`config.mk`:
```
export PLATFORM = sky130hd
export DESIGN_NAME = multiplicador_seq
export DESIGN_NICKNAME = d
export VERILOG_FILES = /design/src/rtl/multiplicador_seq.sv
export SDC_FILE = /design/constraint.sdc
export NUM_CORES = 1
export LEC_CHECK = 0
export BUFFER_PORTS_ARGS = -buffer_cell sky130_fd_sc_hd__buf_2
export CAP_MARGIN = 20
export CORE_MARGIN = 1.5
export CORE_UTILIZATION = 60
export DETAILED_ROUTE_END_ITERATION = 12
export PLACE_DENSITY = 0.84
export REMOVE_ABC_BUFFERS = 1
export SYNTH_ARGS = -nofsm -noshare
export SYNTH_HDL_FRONTEND = slang
export SYNTH_SLANG_ARGS = --single-unit
```
`constraint.sdc`:
```
create_clock -name clk -period 4.4 [get_ports clk]
set_input_delay 0.44 -clock clk [delete_from_list [all_inputs] [get_ports clk]]
set_output_delay 0.44 -clock clk [all_outputs]
set_load 0.05 [all_outputs]
```
`src/rtl/multiplicador_seq.sv`:
```
// multiplicador_seq: sequential shift-and-add multiplier, WIDTH x WIDTH -> 2*WIDTH.
// It adds one partial product per clock through a single WIDTH+1-bit adder.
// Handshake is start/busy/done, and the product is held in s until the next product completes.
//
// Ports:
//   clk    rising-edge clock
//   rst    asynchronous, active-high reset
//   start  request; accepted while busy==0 (IDLE or the one-cycle FIM state)
//   a, b   operands, captured when start is accepted
//   busy   high for the WIDTH calculation cycles
//   done   one-cycle pulse when s carries a new product
//   s      registered product
//
// Optional feature: define MULT_SIGNED_EN for two's-complement a, b and s.
// Without it the datapath is purely unsigned.

module multiplicador_seq #(
  parameter int unsigned WIDTH = 8
) (
  input  logic               clk,
  input  logic               rst,
  input  logic               start,
  input  logic [WIDTH-1:0]   a,
  input  logic [WIDTH-1:0]   b,
  output logic               busy,
  output logic               done,
  output logic [2*WIDTH-1:0] s
);

  localparam int unsigned CntW = $clog2(WIDTH + 1);

  typedef enum logic [1:0] {StIdle, StCalc, StFim} state_e;

  state_e             state_q, state_d;
  logic [WIDTH-1:0]   mcand_q, mcand_d;
  logic [WIDTH-1:0]   acc_q, acc_d;
  logic [WIDTH-1:0]   mq_q, mq_d;
  logic [CntW-1:0]    cnt_q, cnt_d;
  logic               busy_q, busy_d;
  logic               done_q, done_d;
  logic [2*WIDTH-1:0] s_q, s_d;

  logic [WIDTH-1:0]   op_a, op_b;
  logic [WIDTH:0]     sum;
  logic [2*WIDTH-1:0] prod_next;
  logic [2*WIDTH-1:0] result;

`ifdef MULT_SIGNED_EN
  logic neg_q, neg_d;

  // Magnitudes: the most-negative value negates to itself, which read as unsigned is 2^(WIDTH-1).
  assign op_a   = a[WIDTH-1] ? -a : a;
  assign op_b   = b[WIDTH-1] ? -b : b;
  assign result = neg_q ? -prod_next : prod_next;
`else
  assign op_a   = a;
  assign op_b   = b;
  assign result = prod_next;
`endif

  always_comb begin
    state_d = state_q;
    mcand_d = mcand_q;
    acc_d   = acc_q;
    mq_d    = mq_q;
    cnt_d   = cnt_q;
    busy_d  = busy_q;
    done_d  = 1'b0;
    s_d     = s_q;
`ifdef MULT_SIGNED_EN
    neg_d   = neg_q;
`endif

    // Conditional add keeps the carry in bit WIDTH.
    // {sum, mq[WIDTH-1:1]} is then {acc,mq} shifted right by one.
    sum       = {1'b0, acc_q} + (mq_q[0] ? {1'b0, mcand_q} : '0);
    prod_next = {sum, mq_q[WIDTH-1:1]};

    unique case (state_q)
      StIdle: begin
        busy_d = 1'b0;
        if (start) begin
          state_d = StCalc;
          busy_d  = 1'b1;
          mcand_d = op_a;
          mq_d    = op_b;
          acc_d   = '0;
          cnt_d   = '0;
`ifdef MULT_SIGNED_EN
          neg_d   = a[WIDTH-1] ^ b[WIDTH-1];
`endif
        end
      end
      StCalc: begin
        acc_d = prod_next[2*WIDTH-1:WIDTH];
        mq_d  = prod_next[WIDTH-1:0];
        cnt_d = cnt_q + CntW'(1);
        if (cnt_q == CntW'(WIDTH - 1)) begin
          state_d = StFim;
          busy_d  = 1'b0;
          done_d  = 1'b1;
          s_d     = result;
        end
      end
      StFim: begin
        // A start here is accepted without passing through IDLE.
        if (start) begin
          state_d = StCalc;
          busy_d  = 1'b1;
          mcand_d = op_a;
          mq_d    = op_b;
          acc_d   = '0;
          cnt_d   = '0;
`ifdef MULT_SIGNED_EN
          neg_d   = a[WIDTH-1] ^ b[WIDTH-1];
`endif
        end else begin
          state_d = StIdle;
          busy_d  = 1'b0;
        end
      end
      default: begin
        state_d = StIdle;
        busy_d  = 1'b0;
      end
    endcase
  end

  always_ff @(posedge clk or posedge rst) begin
    if (rst) begin
      state_q <= StIdle;
      mcand_q <= '0;
      acc_q   <= '0;
      mq_q    <= '0;
      cnt_q   <= '0;
      busy_q  <= 1'b0;
      done_q  <= 1'b0;
      s_q     <= '0;
`ifdef MULT_SIGNED_EN
      neg_q   <= 1'b0;
`endif
    end else begin
      state_q <= state_d;
      mcand_q <= mcand_d;
      acc_q   <= acc_d;
      mq_q    <= mq_d;
      cnt_q   <= cnt_d;
      busy_q  <= busy_d;
      done_q  <= done_d;
      s_q     <= s_d;
`ifdef MULT_SIGNED_EN
      neg_q   <= neg_d;
`endif
    end
  end

  assign busy = busy_q;
  assign done = done_q;
  assign s    = s_q;

endmodule
```
---- Word-level counts from Yosys, hierarchy flattened ----
Cells that the tools add are included.
word-level totals
  latch bits .............................. 0
  memories ................................ 0
  bits in registers ....................... 48
  bits in writable memories ............... 0
  ROM bits ................................ 0
  logic and storage cells ................. 39
  output and inout port bits .............. 18
  input bits .............................. 19
cells by class
  reductions and logical operators ........ 7
  equality and inequality tests ........... 6
  order comparisons ....................... 0
  $add $sub $neg .......................... 2
  muxes and demuxes ....................... 16
  shifts and indexed selects .............. 0
  bitwise logic cells ..................... 0
  $mul .................................... 0
  divide/modulo/power cells ............... 0
operators by type and width
  cell                 count
  $pmux 8 s2           2
  $mux 8               3
  $add 8x8->9          1
  $pmux 4 s2           1
  $reduce_and 2->1     4
  $pmux 2 s3           1
  $mux 1               5
  $add 4x1->4 const B  1
  $eq 4x3->1 const B   1
  $mux 2               2
  $mux 4               1
  $ne 2x2->1 const B   2
  $eq 2x1->1 const B   1
  $eq 2x2->1 const B   1
  $logic_not 2->1      1
  $ne 2x1->1 const B   1
  $pmux 1 s2           1
  $reduce_bool 2->1    1
  $reduce_or 2->1      1

---- Longest topological paths before layout ----
  depth in word-level cells ............... 4
  gate-level depth with buffers ........... 8
  depth with buffers taken out ............ 7

---- Worst setup path before layout ----
Ideal clock, no wire load.
  kind .................................... reg2reg
  start ................................... reg mq_q[0]
  end ..................................... reg s_q[13] (netlist: s[13])
  buffers on the path ..................... 0
  required time ........................... 4,333 ps
  slack ................................... 2,305 ps
  library setup time ...................... 67 ps
  clock period less this slack ............ 2,095 ps
  data arrival time ....................... 2,029 ps
  cell stages (with the launch flop) ...... 8
  cells stage by stage .................... dfrtp_1 -> and2_1 -> ha_1 -> fa_1 -> a211oi_1 -> o21ai_0 -> a211oi_1 -> mux2_2
between the ends
  word-level cells in the longest chain between the ends .. 2
RTL lines
  what                      RTL line  source
  start: declaration        37        logic [WIDTH-1:0] mq_q, mq_d;
  start signal: assignment  146       mq_q <= mq_d;
  $mux 8                    76        sum = {1'b0, acc_q} + (mq_q[0] ? {1'b0, mcand_q} : '0);
  $add 8x8->9               76
  end signal: assignment    138       s_q <= '0;
  end signal: assignment    150       s_q <= s_d;
  end: declaration          41        logic [2*WIDTH-1:0] s_q, s_d;
Every way passes these cells.
A chain may end at the register's enable or synchronous reset.

---- Worst setup path after layout ----
Ends and elaborated chain as after synthesis.

==> run metrics <==
status complete, no violations; Area Overhead vs Synth 12.8%; Leakage 1.31 nW; ys flop type dfrtp_1; TritonCTS clock tree built; Setup-failing EPs final 0; slowest CP cell dfrtp_1; global-route usage over all layers 23.0%; Yosys top cell area share 52.7%; largest net degree at the start of global routing 49; CTS buffer count 5; Largest stage delay, worst path 470 ps; Rows 22; Final ANT Viol Nets 0; drt first pass iters 4; vias in the first global route 1552; # hold bufs at CTS 0; WP data required 4640 ps; initial antenna violation count 0; Commonest cells post-synth dfrtp_1 (48), mux2_2 (14), nand2_1 (13), mux2i_1 (10); WL final 4.21 mm; Max FO, Critical Path 9; sequential fraction of the synthesis area 52.7%; critical path class flip-flop to flip-flop; Max Slew Vio Count 0; H-tree depth 2; RSZ-0062 raised after global routing false; Clock Path Buffers 2; Max IR drop VDD 440 uV; Synth area leader dfrtp_1; critical path arrival 2630 ps; Post-CTS Setup Inserts 0; Fillers 283; Clock Skew 7.06 ps; Worst-Skew Late Latency 300 ps; largest cells by area after synthesis dfrtp_1 (53%), mux2_2 (6.9%), ha_1 (4.9%); CP Buf/Inv Count 0; DR WL/cell 15.4 um; most frequent cell after synthesis dfrtp_1; crit-path leading delay family compound AO/OA/AOI/OAI gates; Clk pin slew, worst setup/hold paths 80 ps; Initial DRC Count 68; cell chain of the critical path and2_1 -> ha_1 -> fa_1 -> a211oi_1 -> o21ai_0 -> a211oi_1 -> mux2_2; Die H 64.7 um; worst hold path class input pin to async pin; Final Util 70.3%; PnR Total Power 2.02 mW; Starting Density 62.3%; GP Congestion 0.798; Setup WS pre-CTS 2050 ps; clock period minus worst slack 2390 ps; routed vias/inst 5.67; Pwr Density 784 mW/mm2; most used cell, CP a211oi_1; Setup TNS 0 ps; min setup slack post-route 2010 ps; count of different cell masters after synthesis 43; core area 0.00366 mm2; cells after synthesis 189; FF+latch count, synth 48; syn avg cell area 12.1 um2; global-route wire length before repair 7.20 mm; crit start category flip-flop; die area 0.00418 mm2; layout cell share with drive strength beyond 1 28.4%; CTS Sinks 48; Ant. Diodes 0; Worst Setup End Kind flip-flop; post-CTS sizing 0; vias post-DR 1549; Post-synth EDFFs 0; Max Clock Freq 419 MHz; Post-Syn Area 0.00228 mm2; Max Cap Viol 0; Async SR Flop Fraction 100%; Synth Warn # 0; Die Span X 64.7 um; Final Hold Vio Count 0; DR DRC count 0; detailed placement HPWL 2.98 mm; CTS Root Cell clkbuf_8; Worst Max-Slew Pin Slew 1010 ps; Placed Area 0.00248 mm2; port buffer count 36; Nets 256; fin crit share 54.3%; Ports 37; Worst slew margin 32.5%; Final Cell Area 0.00257 mm2; grt total ovfl 0
==> worst paths after layout <==
check                             endpoint  slack [ps]  cells after the start     start
min in group clk                mcand_q[5]         370                      2      a[5]
worst min-delay path            state_q[0]         100                      2       rst
max in group asynchronous             s[3]        3830                      3       rst
worst max-delay path                 s[13]        2010                      7   mq_q[0]
worst min register to register    cnt_q[3]         480                      1  cnt_q[3]
worst max register to register       s[13]        2010                      7   mq_q[0]
==> through the flow <==
step | cells | hold WS, ps
4_1_cts | 272 | 367
6_report | 273 | 96.3
3_5_place_dp | 267 | 469
3_3_place_gp | 267 | 455
2_1_floorplan | 182 | 437
5_1_grt | 273 | 119
==> logic make-up (layout without fill, tap and decap cells) <==
| logic type | after synthesis | in the layout | share of synthesized area (%) |
|---|---|---|---|
| xor gates and xnor gates | 4 | 4 | 1.54 |
| AOI/OAI and AO/OA | 43 | 43 | 12.8 |
| DFF | 48 | 48 | 52.7 |
| muxes | 31 | 31 | 14.8 |
| and+or+nand+nor | 43 | 43 | 10.0 |
| buffers and inverters | 10 | 46 | 2.41 |
| adders and majority gates | 10 | 10 | 5.81 |
==> worst register-to-register path: cells and delay by family (launching register included) <==
family,cells,cell delay [ps]
multiplexers,1,210
adder cells (fa/ha/maj),2,630
AND/OR/NAND/NOR,1,200
flip-flops,1,470
AO/OA/AOI/OAI,3,810
==> layout make-up <==
| cell class | count | area (um2) | area share (%) |
|---|---|---|---|
| Inverter | 3 | 11.3 | 0.438 |
| Timing Repair Buffer | 38 | 208 | 8.07 |
| Tap cell | 48 | 60.1 | 2.33 |
| Multi-Input combinational cell | 131 | 1020 | 39.8 |
| Sequential cell | 48 | 1200 | 46.7 |
| Clock buffer | 5 | 68.8 | 2.67 |
==> report_power, final <==
group	switching (mW)	internal, mW	total (mW)
clock network	0.127	0.102	0.230
logic	0.621	0.400	1.02
registers	0.133	0.635	0.768
total	0.881	1.14	2.02
==> flip-flops by register name, summed over array words and instances (netlist names) <==
signal and count:
acc_q 8, busy 1, cnt_q 4, state_q 2, mcand_q 8, done 1
mq_q 8, s 16
==> placed cells by master (no fill, tap or decap), types with 5 or more instances in the layout <==
cell	synthesis	final
ha_1	9	9
and2_1	9	9
buf_2	5	36
mux2i_1	10	10
nor2_1	5	5
nand2_1	13	13
o21ai_0	7	7
o21ai_1	9	9
a22o_1	6	6
clkbuf_8	0	5
mux2_1	7	7
dfrtp_1	48	48
mux2_2	14	14
==> per-layer routing <==
layer / global-route usage [%] / up-vias / wire length (um)
met5: 0 / - / 0
met4: 7.18 / 0 / 54
met3: 4.69 / 6 / 142
met2: 39.2 / 26 / 2110
met1: 29.6 / 768 / 1900
li1: - / 749 / -
Note: power is estimated with default switching activity, not from simulation.
